<file path="config.mk">
export PLATFORM = sky130hd
export DESIGN_NAME = mem_arbiter
export DESIGN_NICKNAME = d
export VERILOG_FILES = /design/src/rtl/mem_arbiter.sv
export SDC_FILE = /design/constraint.sdc
export NUM_CORES = 1
export LEC_CHECK = 0
export BUFFER_PORTS_ARGS = -buffer_cell sky130_fd_sc_hd__buf_2
export CORE_UTILIZATION = 45
export DETAILED_ROUTE_END_ITERATION = 10
export GPL_TIMING_DRIVEN = 0
export PLACE_DENSITY = 0.89
export SETUP_SLACK_MARGIN = 0.02
export SLEW_MARGIN = 25
export SYNTH_ARGS = -nofsm -noshare
export SYNTH_HDL_FRONTEND = slang
export SYNTH_SLANG_ARGS = --single-unit
</file>
<file path="constraint.sdc">
create_clock -name clk -period 1.6 [get_ports clk]
set_clock_uncertainty 0.15 [all_clocks]
set_input_delay 0.32 -clock clk [delete_from_list [all_inputs] [get_ports clk]]
set_output_delay 0.32 -clock clk [all_outputs]
set_load 0.005 [all_outputs]
</file>
<file path="src/rtl/mem_arbiter.sv">
// Two-requester round-robin memory arbiter.
// Each requester presents one read or write at a time. A winner is picked on
// every rising edge and issued to the memory as a registered command in the
// following cycle. Read data is returned one cycle after the read command.
module mem_arbiter #(
  parameter int DATA_W = 4,
  parameter int ADDR_W = 4
) (
  input  logic              clk,
  input  logic              rst_n,
  input  logic              req0,
  input  logic              req1,
  input  logic              we0,
  input  logic              we1,
  input  logic [ADDR_W-1:0] addr0,
  input  logic [ADDR_W-1:0] addr1,
  input  logic [DATA_W-1:0] wdata0,
  input  logic [DATA_W-1:0] wdata1,
  output logic              gnt0,
  output logic              gnt1,
  output logic              rvalid0,
  output logic              rvalid1,
  output logic [DATA_W-1:0] rdata0,
  output logic [DATA_W-1:0] rdata1,
  output logic              mem_wr_en,
  output logic              mem_rd_en,
  output logic [ADDR_W-1:0] mem_wr_addr,
  output logic [ADDR_W-1:0] mem_rd_addr,
  output logic [DATA_W-1:0] mem_data_in,
  input  logic [DATA_W-1:0] mem_data_out
);

  // run_p0 is low on the first live edge after reset so no grant is issued there.
  logic              run_p0;
  // Requester granted most recently (1 after reset, so requester 0 wins the first tie).
  logic              last_gnt_p0;
  // Owner of the read currently on the memory command port (0 or 1).
  logic              rd_own_p1;

  logic              elig0;
  logic              elig1;
  logic              win0;
  logic              win1;
  logic              win_any;
  logic              win_we;
  logic [ADDR_W-1:0] win_addr;
  logic [DATA_W-1:0] win_wdata;

  // Arbitration: mask a requester during its own grant cycle, break ties round robin.
  always_comb begin
    elig0     = run_p0 & req0 & ~gnt0;
    elig1     = run_p0 & req1 & ~gnt1;
    win0      = 1'b0;
    win1      = 1'b0;
    if (elig0 && elig1) begin
      if (last_gnt_p0) win0 = 1'b1;
      else             win1 = 1'b1;
    end else if (elig0) begin
      win0 = 1'b1;
    end else if (elig1) begin
      win1 = 1'b1;
    end
    win_any   = win0 | win1;
    win_we    = win1 ? we1    : we0;
    win_addr  = win1 ? addr1  : addr0;
    win_wdata = win1 ? wdata1 : wdata0;
  end

  // ---- stage p1: grant and memory command issue; p2: read return ----
  // Control: grants, command enables, round-robin pointer and read-return tracking.
  always_ff @(posedge clk or negedge rst_n) begin
    if (!rst_n) begin
      run_p0      <= 1'b0;
      last_gnt_p0 <= 1'b1;
      rd_own_p1   <= 1'b0;
      gnt0        <= 1'b0;
      gnt1        <= 1'b0;
      mem_wr_en   <= 1'b0;
      mem_rd_en   <= 1'b0;
      rvalid0     <= 1'b0;
      rvalid1     <= 1'b0;
    end else begin
      run_p0    <= 1'b1;
      gnt0      <= win0;
      gnt1      <= win1;
      mem_wr_en <= win_any & win_we;
      mem_rd_en <= win_any & ~win_we;
      if (win_any)           last_gnt_p0 <= win1;
      if (win_any & ~win_we) rd_own_p1   <= win1;
      rvalid0   <= mem_rd_en & ~rd_own_p1;
      rvalid1   <= mem_rd_en &  rd_own_p1;
    end
  end

  // Datapath: address/data registers load only when their command issues, else hold.
  always_ff @(posedge clk or negedge rst_n) begin
    if (!rst_n) begin
      mem_wr_addr <= '0;
      mem_rd_addr <= '0;
      mem_data_in <= '0;
    end else begin
      if (win_any && win_we) begin
        mem_wr_addr <= win_addr;
        mem_data_in <= win_wdata;
      end
      if (win_any && !win_we) begin
        mem_rd_addr <= win_addr;
      end
    end
  end

  // Read data is steered to the owning requester only while its rvalid is high.
  assign rdata0 = rvalid0 ? mem_data_out : '0;
  assign rdata1 = rvalid1 ? mem_data_out : '0;

endmodule

</file>
==> impl_results.md, run 1 <==
- Status: finished with violations
- Failing checks: setup timing
- CP endpoint kind: flip-flop
- Vias in the first global route: between 1000 and 1500
- Fmax: 0.618 GHz
- Clock slew at reported path FFs: 120 ps
- Place WS: -189 ps
- Max-cap violation count: 0
- Final period utilization: 101%
- GP Congestion: about 0.83
- Dominant synthesized flop cell: dfrtp_1
- Ratio of cells with drive above 1 in the final layout: 60.8%
- H-tree levels: 1
- # clock sinks: 21
- EDFF count, synth: 0
- Synth Instances: 105
- Remaining antenna violation count: 0
- Post-synthesis sequential area ratio: about 50%
- Largest net degree at the start of global routing: 22
- Total GRT Usage: about a quarter
- Synthesized area per cell: 10.0 µm²
- Die Span X: about 50 µm
- M1 WL: approximately 1400 µm
- Power density cells: 882 nW/µm²
- Yosys top cell by area: dfrtp_1
- RSZ-0062 raised after global routing: true
- Detail Placement HPWL: 1990 µm
- Total grt overflow: 0
- Ports: 52
- Final Critical Period: roughly 1600 ps
- CTS Buf Count: 3
- Initial antenna violation count: 0
- Final net count: between 150 and 200
- Cell Chain, Critical Path: nand3b_1 > buf_6 > nor4_2 > a311oi_2
- Critical path class: reg2reg
- Most common cell in the netlist: dfrtp_1
- Post-Route WL: about 3400 µm
- Post-Synthesis Cell Area: 1050 µm²
- Die Ht: 50.4 µm
- Leak pwr: 0.819 nW
- Antenna diodes: 0
- Largest cells by area after synthesis: dfrtp_1 47%, a311oi_1 10%, nor4_1 7.1%, nor3_1 5.7%, and2_1 5.3%
- Flops & latches, synth: 21
- Startpoint Class: flip-flop
- Via count: roughly 1100
- Routed len/inst: roughly 18 µm
- Setup total negative slack: -19.0 ps
- Buffer levels on the longest clock path: 2
- Area Overhead vs Synth: 59.9%
- Setup slack after layout: -19.0 ps
- Final Power: around 0.0015 W
- Top routing layer in use: met4
- Synth cell types: 25
- Slowest stage delay, CP: roughly 420 ps
- Fin. max-slew vios: 0
- Die ar.: approximately 2500 µm²
- Net Count, Synth: about 130
- Yosys warning total: 0
- Crit-path slowest cell: dfrtp_1
- Final hold vios: 0
- Hold Crit Class: in2reg
- Synth async-reset ratio: 100%
- Routed wl met3: between 200 and 250 µm
- FP Rows: 17
- First-pass GRT wire length: ~4800 µm
- CP arrival: around 1700 ps
- CP Max Fanout: 10
- Core Region: between 2000 and 2500 µm²
- Starting DRT DRC Count: 40
- Initial Util: 47.7%
- Setup violators final: 1
- Root buf cell: clkbuf_4
- Later-pin clock latency in the skew report: 300 ps
- DR WL met2: between 1500 and 2000 µm
- Drt first pass iters: 4
- CTS tree: built
- Number of port buffers: 51
- Maximum vdd drop: 590 µV
- DRC Markers: 0
- Commonest cells in the netlist: 20 x dfrtp_1, 14 x inv_1, 12 x a311oi_1, 12 x nor3_1, 12 x nor4_1
- Fillers: between 100 and 150
- Area share of the largest cell type after synthesis: approximately 47%
- Worst EP required: approximately 1600 ps
- Via density: 5.80
state kept, by name, indices dropped and copies added, names as in the netlist:
name	count
gnt0	1
gnt1	1
last_gnt_p0	1
mem_data_in	4
mem_rd_addr	4
mem_rd_en	1
mem_wr_addr	4
mem_wr_en	1
rd_own_p1	1
run_p0	1
rvalid0	1
rvalid1	1
metrics by stage:
stage	cell area, µm²	util [%]	hold slack, ps	instances
after floorplan	1050	-	-126	105
after global placement	1350	60.8	138	184
after detailed placement	1350	60.8	144	184
after CTS	1470	66.6	199	191
after global routing	1690	76.2	181	194
final	1690	76.2	202	194
power breakdown:
group          internal [W]  switching (W)
sequential         0.000637      0.0000657
combinational      0.000273       0.000255
clock             0.0000932       0.000163
worst max-delay path: cells and delay by family (launching register included):
kind                   cells  cell delay, ps
AND/OR/NAND/NOR            2             640
flip-flops                 1             420
buffers and inverters      1             220
AO/OA/AOI/OAI              1              70
final cells by class:
cell class / count / area, µm² / area share, %
buffer: 6 / 67.6 / 4.01
tap: 28 / 35.0 / 2.08
clock inverter: 1 / 5.00 / 0.297
multi-input combinational: 64 / 651 / 38.6
inverter: 14 / 52.6 / 3.12
clock buffer: 3 / 22.5 / 1.34
timing repair buffer: 57 / 324 / 19.2
sequential: 21 / 529 / 31.4
cells in the final DEF (no fill, tap or decap), types with 2 or more instances in the layout:
master,n
buf_2,51
dfrtp_1,18
inv_1,14
a311oi_2,12
and2_1,9
nor4_2,8
nor3_1,6
buf_6,5
nor3_2,5
buf_4,4
nor4_1,4
clkbuf_4,3
and3b_1,2
nand2_1,2
dfrtp_2,2
logic make-up after synthesis:
| kind of cell | Yosys count | synth area share, % |
|---|---|---|
| AO/OA/AOI/OAI | 14 | 11.4 |
| AND/OR/NAND/NOR | 49 | 30.6 |
| other | 1 | 0.356 |
| flip-flops | 21 | 49.9 |
| buffers and inverters | 20 | 7.71 |
metal layers:
| layer | GRT usage [%] | vias up |
|---|---|---|
| met1 | 31.1 | 546 |
| met4 | 5.56 | 0 |
| met2 | 45.1 | 63 |
| met5 | 0 | - |
| met3 | 4.24 | 8 |
| li1 | - | 508 |
what timing repair did:
item,in CTS,in global routing
hold buffers,1,0
cloned,0,2
setup endpoints to repair,12,13
buffers inserted,2,1
pin swaps,4,15
hold endpoints to repair,20,0
resized for setup,15,40
worst paths after layout:
kind / cells after the start / end / start / slack (ps)
max in group asynchronous: 2 / gnt1 / rst_n / 620
setup / recovery: 4 / mem_rd_addr[3] / gnt0 / -20
hold reg to reg: 1 / rvalid0 / rd_own_p1 / 310
hold / removal: 2 / gnt1 / req1 / 200
min in group asynchronous: 2 / gnt0 / rst_n / 330
setup reg to reg: 4 / mem_rd_addr[3] / gnt0 / -20
Power figures use the tool's default switching activity.
==> run 2, diff against run 1 <==
PLACE_DENSITY = not set   (was 0.89)
PLACE_DENSITY_LB_ADDON = 0.3   (was not set)
==> run 2 against run 1 <==
Against the previous run: the run now ends clean; sequential share of layout area increased by 2.2 points; die area unchanged; critical path depth fell by 1; setup slack improved by 37 ps; wire length down 14%; worst hold slack improved by 12 ps; non-clock buffer count fell by 1; clock-buffer cell count rose by 1; final area is 6.7% lower; largest power group unchanged.
==> impl_results.md, run 2 (same netlist as run 1, synthesis figures left out) <==
- First-pass GRT wire length: 4640 µm (-3.7%)
- Die Span X: 50.4 µm (unchanged)
- Reg2Reg Depth: 3 (-1)
- Worst setup endpoint: mem_data_in[1]
- Final net count: 192 (-0.52%)
- Status: finished clean
- Fin cells: 193 (-0.52%)
- Cell Chain, Critical Path: or3b_1 > nand3_4 > a311oi_2
- GP Congestion: 0.822 (-0.78%)
- CTS tree: built
- Critical path class: reg2reg
- Final Critical Period: 1580 ps (-37.4 ps)
- Design Area, Final: 1570 µm² (-6.7%)
- Area Overhead vs Synth: 49.2%
- Root buf cell: clkbuf_4
- Startpoint Class: flip-flop
- Number of port buffers: 51 (unchanged)
- Vias in the first global route: 1053 (-3.0%)
- Max-cap violation count: 0 (unchanged)
- Die Ht: 50.4 µm (unchanged)
- Drt first pass iters: 4 (unchanged)
- Worst path top cell family by delay: simple AND/OR/NAND/NOR gates
- Top flop regs: mem_data_in x4, mem_rd_addr x4, mem_wr_addr x4
- FP Rows: 17 (unchanged)
- Antenna diodes: 0 (unchanged)
- Detail Placement HPWL: 1940 µm (-2.7%)
- Slowest stage delay, CP: 490 ps (+70 ps)
- Die ar.: 2540 µm² (unchanged)
- Critical Path Source: gnt1
- Area post-placement: 1350 µm² (unchanged)
- RSZ-0062 raised after global routing: true
- WP buf/inv: 0 (-1)
- DRC Markers: 0 (unchanged)
- Core Region: 2210 µm² (unchanged)
- Starting DRT DRC Count: 31 (-23%)
- Maximum vdd drop: 546 µV (-7.4%)
- R2R setup slack: 20 ps (+40 ps)
- Leak pwr: 0.782 nW (-4.5%)
- Ratio of cells with drive above 1 in the final layout: 52.7% (-8.1 points)
- Worst r2r src: gnt1
- Initial antenna violation count: 0 (unchanged)
- Remaining antenna violation count: 0 (unchanged)
- Power density cells: 896 nW/µm² (+1.6%)
- Fin. max-slew vios: 0 (unchanged)
- Setup violators final: 0 (-1)
- Post-Route WL: 2940 µm (-14%)
- Final Power: 0.00141 W (-5.2%)
- Most common cell after layout, fill and taps aside: buf_2
- Fmax: 0.632 GHz (+2.4%)
- CP endpoint kind: flip-flop
- Final period utilization: 98.8% (-2.3 points)
- Clock slew at reported path FFs: 110 ps (about the same)
- Final hold vios: 0 (unchanged)
- H-tree levels: 1 (unchanged)
- CP Max Fanout: 9 (-1)
- Reg2reg end: mem_data_in[1]
- CTS Buf Count: 3 (unchanged)
- Buffer levels on the longest clock path: 2 (unchanged)
- Ports: 52 (unchanged)
- Cell depth of the worst setup path: 3 (-1)
- Later-pin clock latency in the skew report: 290 ps (about the same)
- Largest net degree at the start of global routing: 22 (unchanged)
- Crit-path slowest cell: or3b_1
- Total GRT Usage: 24.2% (-0.80 points)
- # placed instances: 184 (unchanged)
- Via density: 5.69 (-1.8%)
- # clock sinks: 21 (unchanged)
- Total grt overflow: 0 (unchanged)
- Via count: 1099 (-2.3%)
- Hold Crit Class: in2reg
- Most frequent cells in the layout: 51 x buf_2, 18 x dfrtp_1, 14 x inv_1
- Worst EP required: 1620 ps (about the same)
- Routed len/inst: 15.2 µm (-13%)
- Initial Util: 47.7% (unchanged)
- CP arrival: 1610 ps (-40 ps)
run 2: cell types whose count changed in the layout (fill, tap and decap cells not counted), sizes merged:
cell / delta
clkinv: -1
run 2: per-stage QoR:
stage               util (%)  hold WS [ps]  TNS, ps  setup WS (ps)
floorplan                  -          -126        0           91.3
global placement        60.8           144     -472          -77.3
detailed placement      60.8           149     -828           -147
CTS                     68.0           216        0           18.4
global route            71.2           229     -175          -32.8
finish                  71.2           214        0           18.4
run 2: worst min path at each step:
stage	to	startpoint	cells after the start	slack (ps)
after floorplan	gnt0	rst_n	0	-130
after global placement	mem_wr_addr[3]	rst_n	1	140
after detailed placement	mem_wr_en	rst_n	1	150
after CTS	gnt1	req1	2	220
after global routing	mem_data_in[0]	wdata0[0]	3	230
final	gnt1	req1	2	210
run 2: worst reg2reg max path, delay by kind of cell, from the launching register on:
| family | cells | cell delay, ps |
|---|---|---|
| and+or+nand+nor | 2 | 700 |
| DFF | 1 | 480 |
| AOI/OAI and AO/OA | 1 | 130 |
run 2: repair_timing:
action	CTS	global route
pin swaps	5	8
gates resized for setup	20	16
hold buffers	1	0
setup endpoints to repair	12	14
buffers inserted	3	1
hold endpoints to repair	20	0
cloned	0	1
run 2: per-layer routing:
metal	global-route usage (%)	routed length (µm)	part of all wire, %
met2	42.9	1520	52
met5	0	0	0
met1	29.6	1180	40
met4	10.2	55	1.9
met3	2.73	186	6.3
run 2: final cells by class:
class	count	area [µm²]
buffer	5	45.0
clock buffer	4	26.3
fill	172	638
inverter	14	52.6
multi-input combinational	64	583
sequential	21	529
tap	28	35.0
timing repair buffer	57	303
run 2: power breakdown:
| part | leakage (nW) | internal [W] | switching [W] | total (W) |
|---|---|---|---|---|
| sequential | 0.242 | 0.000637 | 0.0000646 | 0.000701 |
| combinational | 0.525 | 0.000237 | 0.000221 | 0.000458 |
| clock | 0.0150 | 0.0000969 | 0.000154 | 0.000251 |
| total | 0.782 | 0.000970 | 0.000440 | 0.00141 |
